### src/rtl/uart_pkg.sv
// Shared types and defaults for the UART transmit arbiter: FSM state encoding
// and default data/timeout widths.
package uart_pkg;

    localparam int DATA_W_DEF      = 8;
    localparam int TIMEOUT_CYC_DEF = 1024;

    localparam logic [1:0] ST_IDLE_ENC      = 2'd0;
    localparam logic [1:0] ST_START_ENC     = 2'd1;
    localparam logic [1:0] ST_WAIT_BUSY_ENC = 2'd2;
    localparam logic [1:0] ST_WAIT_DONE_ENC = 2'd3;

    typedef enum logic [1:0] {
        ST_IDLE      = ST_IDLE_ENC,
        ST_START     = ST_START_ENC,
        ST_WAIT_BUSY = ST_WAIT_BUSY_ENC,
        ST_WAIT_DONE = ST_WAIT_DONE_ENC
    } state_e;

endpackage

### src/rtl/uart_tx_arbiter_rr_pick.sv
// Round-robin priority pick: first set req bit searching upward from
// last_grant+1, wrapping modulo N_REQ.
module rr_pick #(
    parameter int N_REQ = 4
) (
    input  logic [N_REQ-1:0] req,
    input  logic [2:0]       last_grant,
    output logic             grant_valid,
    output logic [2:0]       grant_idx
);

    localparam int IW = $clog2(N_REQ);

    logic [IW-1:0] idx;

    // NOTE: every variable written in always_comb gets a default first, so no latch is inferred.
    always_comb begin
        grant_valid = 1'b0;
        grant_idx   = '0;
        idx         = '0;
        for (int off = 1; off <= N_REQ; off++) begin
            idx = IW'((int'(last_grant) + off) % N_REQ);
            if (!grant_valid && req[idx]) begin
                grant_valid = 1'b1;
                grant_idx   = 3'(idx);
            end
        end
    end

endmodule

### src/rtl/uart_tx_arbiter.sv
// Round-robin arbiter feeding one UART transmitter from N_REQ byte requesters.
// Define UART_ARB_TIMEOUT_EN to enable the tx_busy rise timeout and err_timeout.
module uart_tx_arbiter
    import uart_pkg::*;
#(
    parameter int N_REQ       = 4,
    parameter int DATA_W      = DATA_W_DEF,
    parameter int TIMEOUT_CYC = TIMEOUT_CYC_DEF
) (
    input  logic                    MAX10_CLK1_50,
    input  logic                    reset,
    input  logic [N_REQ-1:0]        req,
    input  logic [N_REQ*DATA_W-1:0] req_data,
    output logic [N_REQ-1:0]        req_ack,
    output logic [DATA_W-1:0]       tx_data,
    output logic                    tx_start,
    input  logic                    tx_busy,
    output logic [2:0]              owner,
    output logic                    arb_busy,
    output logic                    err_timeout
);

    if (N_REQ < 2 || N_REQ > 8 || TIMEOUT_CYC < 2) begin : g_param_check
        $error("uart_tx_arbiter: illegal N_REQ or TIMEOUT_CYC");
    end

    state_e            state_q, state_d;
    logic [DATA_W-1:0] tx_data_q, tx_data_d;
    logic [2:0]        owner_q, owner_d;
    logic [2:0]        last_grant_q, last_grant_d;
    logic [N_REQ-1:0]  req_ack_q, req_ack_d;
    logic              grant_valid;
    logic [2:0]        grant_idx;
    logic              timeout_hit;

    rr_pick #(.N_REQ(N_REQ)) u_rr_pick (
        .req         (req),
        .last_grant  (last_grant_q),
        .grant_valid (grant_valid),
        .grant_idx   (grant_idx)
    );

`ifdef UART_ARB_TIMEOUT_EN
    localparam int               CNT_W    = $clog2(TIMEOUT_CYC);
    localparam logic [CNT_W-1:0] CNT_LAST = CNT_W'(TIMEOUT_CYC - 1);

    logic [CNT_W-1:0] cnt_q, cnt_d;
    logic             err_q, err_d;
    logic             in_wait_busy;

    assign in_wait_busy = (state_q == ST_WAIT_BUSY) && !tx_busy;
    assign timeout_hit  = (cnt_q == CNT_LAST);

    // Counter restarts from zero on every entry into WAIT_BUSY.
    always_comb begin
        cnt_d = '0;
        err_d = err_q;
        if (in_wait_busy) begin
            if (timeout_hit) err_d = 1'b1;
            else             cnt_d = cnt_q + 1'b1;
        end
    end

    always_ff @(posedge MAX10_CLK1_50 or negedge reset) begin
        if (!reset) begin
            cnt_q <= '0;
            err_q <= 1'b0;
        end else begin
            cnt_q <= cnt_d;
            err_q <= err_d;
        end
    end

    assign err_timeout = err_q;
`else
    assign timeout_hit = 1'b0;
    assign err_timeout = 1'b0;
`endif

    always_comb begin
        state_d      = state_q;
        tx_data_d    = tx_data_q;
        owner_d      = owner_q;
        last_grant_d = last_grant_q;
        req_ack_d    = '0;
        case (state_q)
            ST_IDLE: begin
                if (!tx_busy && grant_valid) begin
                    tx_data_d = req_data[int'(grant_idx)*DATA_W +: DATA_W];
                    owner_d   = grant_idx;
                    req_ack_d = N_REQ'(1) << grant_idx;
                    state_d   = ST_START;
                end
            end
            ST_START: state_d = ST_WAIT_BUSY;
            ST_WAIT_BUSY: begin
                if (tx_busy) begin
                    state_d = ST_WAIT_DONE;
                end else if (timeout_hit) begin
                    state_d      = ST_IDLE;
                    last_grant_d = owner_q;
                end
            end
            ST_WAIT_DONE: begin
                if (!tx_busy) begin
                    state_d      = ST_IDLE;
                    last_grant_d = owner_q;
                end
            end
            default: state_d = ST_IDLE;
        endcase
    end

    // NOTE: sequential state is updated with non-blocking assignments only; reset is asynchronous.
    always_ff @(posedge MAX10_CLK1_50 or negedge reset) begin
        if (!reset) begin
            state_q      <= ST_IDLE;
            tx_data_q    <= '0;
            owner_q      <= '0;
            last_grant_q <= 3'(N_REQ - 1);
            req_ack_q    <= '0;
        end else begin
            state_q      <= state_d;
            tx_data_q    <= tx_data_d;
            owner_q      <= owner_d;
            last_grant_q <= last_grant_d;
            req_ack_q    <= req_ack_d;
        end
    end

    assign req_ack  = req_ack_q;
    assign tx_data  = tx_data_q;
    assign owner    = owner_q;
    assign tx_start = (state_q == ST_START);
    assign arb_busy = (state_q != ST_IDLE);

endmodule

### config.mk
export PLATFORM = sky130hd
export DESIGN_NAME = uart_tx_arbiter
export DESIGN_NICKNAME = d
export VERILOG_FILES = /design/src/rtl/uart_pkg.sv /design/src/rtl/uart_tx_arbiter_rr_pick.sv /design/src/rtl/uart_tx_arbiter.sv
export SDC_FILE = /design/constraint.sdc
export NUM_CORES = 1
export LEC_CHECK = 0
export ABC_CLOCK_PERIOD_IN_PS = 1500
export CORE_AREA = 2 2 59 61
export CTS_CLUSTER_DIAMETER = 120
export DETAILED_ROUTE_END_ITERATION = 16
export DIE_AREA = 0 0 61 63
export GPL_ROUTABILITY_DRIVEN = 0
export GPL_TIMING_DRIVEN = 0
export PLACE_DENSITY = 0.73
export SYNTH_ARGS = -nofsm -noshare
export SYNTH_HDL_FRONTEND = slang
export SYNTH_SLANG_ARGS = --single-unit
### constraint.sdc
create_clock -name MAX10_CLK1_50 -period 1.5 [get_ports MAX10_CLK1_50]
set_input_delay 0.3 -clock MAX10_CLK1_50 [delete_from_list [all_inputs] [get_ports MAX10_CLK1_50]]
set_output_delay 0.3 -clock MAX10_CLK1_50 [all_outputs]
set_load 0.01 [all_outputs]
# Yosys cells after proc, flatten, opt, wreduce, memory -nomap -nowiden
# Index checks and enable logic that the tools add are counted.
# classes
eq_ne,6
order_cmp,4
n_reduce_logical,13
addsub,4
bitwise_logic,1
muxes,22
shifts,2
# ops
operator,n
$shiftx A32 B6 Y8,1
$mux W2,7
$lt A2 B3 Y1 const B,4
$bmux W1 S2,4
$mux W1,8
$mux W4,2
$pmux W2 S4,1
$ne A2 B2 Y1 const B,3
$add A2 B1 Y2 const B,2
$add A2 B2 Y2 const B,2
$eq A2 B2 Y1 const B,2
$logic_and A1 B1 Y1,4
$logic_not A1 Y1,4
$reduce_and A2 Y1,2
$shl A1 B2 Y4 const A,1
$reduce_and A3 Y1,1
$eq A2 B1 Y1 const B,1
$logic_not A2 Y1,1
$reduce_bool A2 Y1,1
$not A1 Y1,1
# totals
ff_bits,18
word_cells,57
input_bits,39
output_inout_bits,18

# Logic depth before layout (Yosys ltp)
# depth
depth_word,16
ltp_mapped,6
ltp_nobuf,6

# Cells and area by module
# From an unflattened synthesis, not the netlist that was laid out.
# hier_totals
hier_cells,88
area_unflattened_um2,1143.6
# by_module_without_submodules
mod,cells_each,area_per_inst_um2,instances,seq_area_each_um2
uart_tx_arbiter,72,1041.0,1,503.0
rr_pick,16,102.6,1,0.0

# Worst setup path after synthesis
# OpenSTA, ideal clock, no wires.
# synth_timing
kind,register to register
start,reg last_grant_q[1]
end,"reg tx_data_q[2], in the netlist tx_data[2]"
stages_incl_launch_ff,7
path_slack_ps,-71
arrival_ps,1429
synth_period_minus_slack_ps,1571
setup_ps,142
cell_sequence,dfstp_2 > nand2b_1 > a21oi_2 > o221ai_4 > buf_8 > mux2i_1 > o221ai_1
# synth_via
elab_chain_len,15
word_cells_on_any_way,29
# synth_lines
element,line,rtl
from (decl),uart_tx_arbiter.sv:30,"logic [2:0] last_grant_q, last_grant_d;"
from (signal assigned),uart_tx_arbiter.sv:120,last_grant_q <= 3'(N_REQ - 1);
from (signal assigned),uart_tx_arbiter.sv:126,last_grant_q <= last_grant_d;
"parallel branches: the longest is 15 deep, another holds $add A2 B1 Y2",n/a,
to (signal assigned),uart_tx_arbiter.sv:124,tx_data_q <= tx_data_d;
to (decl),uart_tx_arbiter.sv:28,"logic [DATA_W-1:0] tx_data_q, tx_data_d;"
# Several ways; the timed one is not identified. The select of a mux whose other input is x is not followed.
# A chain may end at the register's enable or synchronous reset.

# Final worst setup path
# layout_timing
start,reg last_grant_q[1]
end,"reg owner_q[0], in the netlist owner[0]"
# layout_via
elab_chain_len,15
word_cells_on_any_way,28
# layout_lines
element,line,rtl
$add A2 B1 Y2,uart_tx_arbiter_rr_pick.sv:22,idx = IW'((int'(last_grant) + off) % N_REQ);
$bmux W1 S2,uart_tx_arbiter_rr_pick.sv:23,if (!grant_valid && req[idx]) begin
$mux W1 (implied by the code),uart_tx_arbiter_rr_pick.sv:23,
$mux W1,uart_tx_arbiter_rr_pick.sv:23,
$logic_not A1 Y1,uart_tx_arbiter_rr_pick.sv:23,
$logic_and A1 B1 Y1,uart_tx_arbiter_rr_pick.sv:23,
$mux W1,uart_tx_arbiter_rr_pick.sv:23,
$logic_not A1 Y1,uart_tx_arbiter_rr_pick.sv:23,
$logic_and A1 B1 Y1,uart_tx_arbiter_rr_pick.sv:23,
$mux W1,uart_tx_arbiter_rr_pick.sv:23,
$logic_not A1 Y1,uart_tx_arbiter_rr_pick.sv:23,
$logic_and A1 B1 Y1,uart_tx_arbiter_rr_pick.sv:23,
$mux W1,uart_tx_arbiter_rr_pick.sv:23,
$logic_and A1 B1 Y1,uart_tx_arbiter.sv:88,if (!tx_busy && grant_valid) begin
$reduce_and A2 Y1 (no line),n/a,
to (signal assigned),uart_tx_arbiter.sv:125,owner_q <= owner_d;
to (decl),uart_tx_arbiter.sv:29,"logic [2:0] owner_q, owner_d;"
# Parallel ways exist; a longest one is shown, timed or not. The select of a mux whose other input is x is not followed.

==> impl_metrics.yaml <==
outcome:
  violations: "negative setup slack"
  status: "complete, but fails checks"
logic_synthesis:
  yosys.area.top_type: "dfrtp_1"
  yosysWarnings: 0
  syn_area_um2: 1080
  synth-seq-area-share_pct: 42.1
  syn_area_per_cell_um2: 10.8
  synth-seq-cells: 18
  synth.top_cell.area_share_pct: 37.2
  synth_area_leaders: "dfrtp_1, mux2i_1, o221ai_1, dfstp_2, ha_1"
  ys_types: 31
  synthCells: 100
global_routing:
  grt_pass1_wl_um: 4880
  gr-total-overflow: 0
  grt_start_max_net_pins: 19
  grt_pass1_vias: 1108
  antenna_found_initial: 0
  track_usage_pct: 17.0
drt:
  drt-total-wl_um: 3060
  drt_iter0_markers: 25
  first_pass_iters: 4
  postRouteAntennaNets: 0
  post_drt_wl_per_cell_um: 14.0
  via_count: 1061
  vias_per_cell: 4.87
  drc: 0
cells_and_area:
  fillers: 285
  syn_to_final_growth_pct: 80.8
  nNetsFinal: 216
  antenna_cells: 0
  final_common_cell: "clkdlybuf4s50_1"
  multi_input_area_um2: 679
  final_cell_mix: "clkdlybuf4s50_1, dfrtp_1, mux2i_1, dlygate4sd2_1, nand2_1"
  fin_area_um2: 1950
  seq_area_um2: 453
  drive_gt1_share_pct: 29.7
  final_util_pct: 60.2
timing:
  hold-worst-slack_ns: 0.464
  maxSlewHeadroom_pct: 45.2
  hold_viol: 0
  post-route-min-period_ns: 1.79
  skew_ns: 0.000697
  worstMarginPinSlew_ns: 0.819
  finalSetupViolCount: 14
  fin_crit_sh_pct: 119
  fmax_ghz: 0.560
  drv_slew: 0
  rsz0062_at_grt: "yes"
  finalWorstSetupSlack_ns: -0.286
hold_path:
  hold_class: "in2async"
cts:
  clk_latency_ns: 0.30
  tritoncts: "built"
  htreeDepth: 1
  cts_sinks: 18
  cts_hold_buf: 0
  clkSlewWorstSetupHoldPaths_ns: 0.10
  cts_max_path_buffers: 2
  clock-root-buffer: "clkbuf_4"
  numCtsBuffers: 3
die:
  start_util_pct: 33.3
  core.rowCount: 21
  coreArea_um2: 3230
  dieArea_um2: 3840
  fp.dieW_um: 61
  io_pins: 57
  fp.dieH_um: 63
critical_path:
  critPathRequiredTime_ns: 1.69
  critPathKind: "reg2reg"
  path_max_fanout: 7
  cp-start-kind: "register"
  cp.arrival_ns: 1.98
  cp-end-kind: "register"
pwr:
  total_power_w: 0.00300
  power_density_nw_per_um2: 1540
  p_leak_nw: 0.907
  ir_worst_vdd_mv: 0.736
place:
  dp_hpwl_um: 2180
  io_buffers: 54
  place_area_um2: 1680
  pre_cts_ws_ns: -0.600
job:
  drv_cap: 0
==> registers in the layout, summed over array words and instances (netlist names) <==
name / cells
owner: 2
req_ack: 4
last_grant_q: 2
tx_data: 8
state_q: 2
==> final timing paths <==
path | startpoint | end | slack (ns) | cells past startpoint
min in group MAX10_CLK1_50 | tx_data[6] | tx_data[6] | 0.50 | 2
setup / recovery | last_grant_q[1] | owner[0] | -0.29 | 6
hold / removal | reset | req_ack[2] | 0.46 | 1
max in group asynchronous | reset | state_q[1] | 0.53 | 1
hold reg to reg | tx_data[6] | tx_data[6] | 0.50 | 2
setup reg to reg | last_grant_q[1] | owner[0] | -0.29 | 6
==> routing by layer <==
layer  vias to the layer above  part of all wire, %  global-route usage, %
met5                         -                    0                      0
met4                         0                  2.1                   7.07
met3                         6                  9.7                   3.31
met2                        58                   53                   29.3
met1                       492                   35                   19.7
li1                        505                    -                      -
==> layout make-up <==
type | count | area share (%)
Multi-Input combinational cell | 73 | 34.9
Sequential cell | 18 | 23.3
Inverter | 4 | 0.772
Buffer | 6 | 3.22
Tap cell | 46 | 2.96
Timing Repair Buffer | 67 | 33.0
Clock buffer | 4 | 1.86
==> cells in the mapped netlist <==
library cell,count
a211oi_1,1
a21oi_1,2
a21oi_2,1
a22o_1,1
a22oi_1,1
a31o_1,1
and2b_1,1
buf_2,2
buf_4,2
buf_6,1
buf_8,1
conb_1,1
dfrtp_1,16
dfstp_2,2
ha_1,4
inv_1,4
mux2_1,2
mux2_2,1
mux2i_1,17
nand2_1,13
nand2b_1,2
nand3_1,1
nor2_1,5
nor2b_1,3
nor3_1,1
nor4_2,1
o21ai_1,2
o221ai_1,8
o221ai_4,1
o22ai_1,1
or2_1,1
==> critical path, cell delays in order, from the launching register on <==
cell      delay [ns]
dfstp_2         0.60
buf_6           0.12
mux2i_4         0.23
o221ai_4        0.17
buf_6           0.17
buf_4           0.14
mux2_2          0.26
==> cell families (layout without fill, tap and decap cells) <==
| family | Yosys count | in the layout | share of synthesized area [%] |
|---|---|---|---|
| adder cells (fa/ha/maj) | 4 | 4 | 4.65 |
| AND/OR/NAND/NOR | 28 | 28 | 12.6 |
| AO/OA/AOI/OAI | 19 | 19 | 15.2 |
| multiplexers | 20 | 20 | 19.0 |
| flip-flops | 18 | 18 | 42.1 |
| other | 1 | 2 | 0.349 |
| buffers and inverters | 10 | 81 | 6.16 |
==> timing repair <==
| action | in CTS | in global routing |
|---|---|---|
| cloned | 0 | 0 |
| setup endpoints to repair | 27 | 18 |
| pin swaps | 5 | 10 |
| gates resized for setup | 40 | 21 |
| buffers inserted | 11 | 3 |
==> power breakdown <==
| group | switching (W) | total, W | leakage [nW] | internal [W] |
|---|---|---|---|---|
| registers | 0.000127 | 0.000831 | 0.224 | 0.000704 |
| clock network | 0.000157 | 0.000305 | 0.0210 | 0.000148 |
| logic | 0.000845 | 0.00186 | 0.662 | 0.00101 |
| total | 0.00113 | 0.00300 | 0.907 | 0.00187 |
==> stage by stage <==
step	setup TNS, ns	cells
3_3_place_gp	-7.62	201
6_report	-2.91	218
5_1_grt	-4.17	218
4_1_cts	-2.34	216
2_1_floorplan	-0.572	101
3_5_place_dp	-7.99	201
Note: power is estimated with default switching activity, not from simulation.
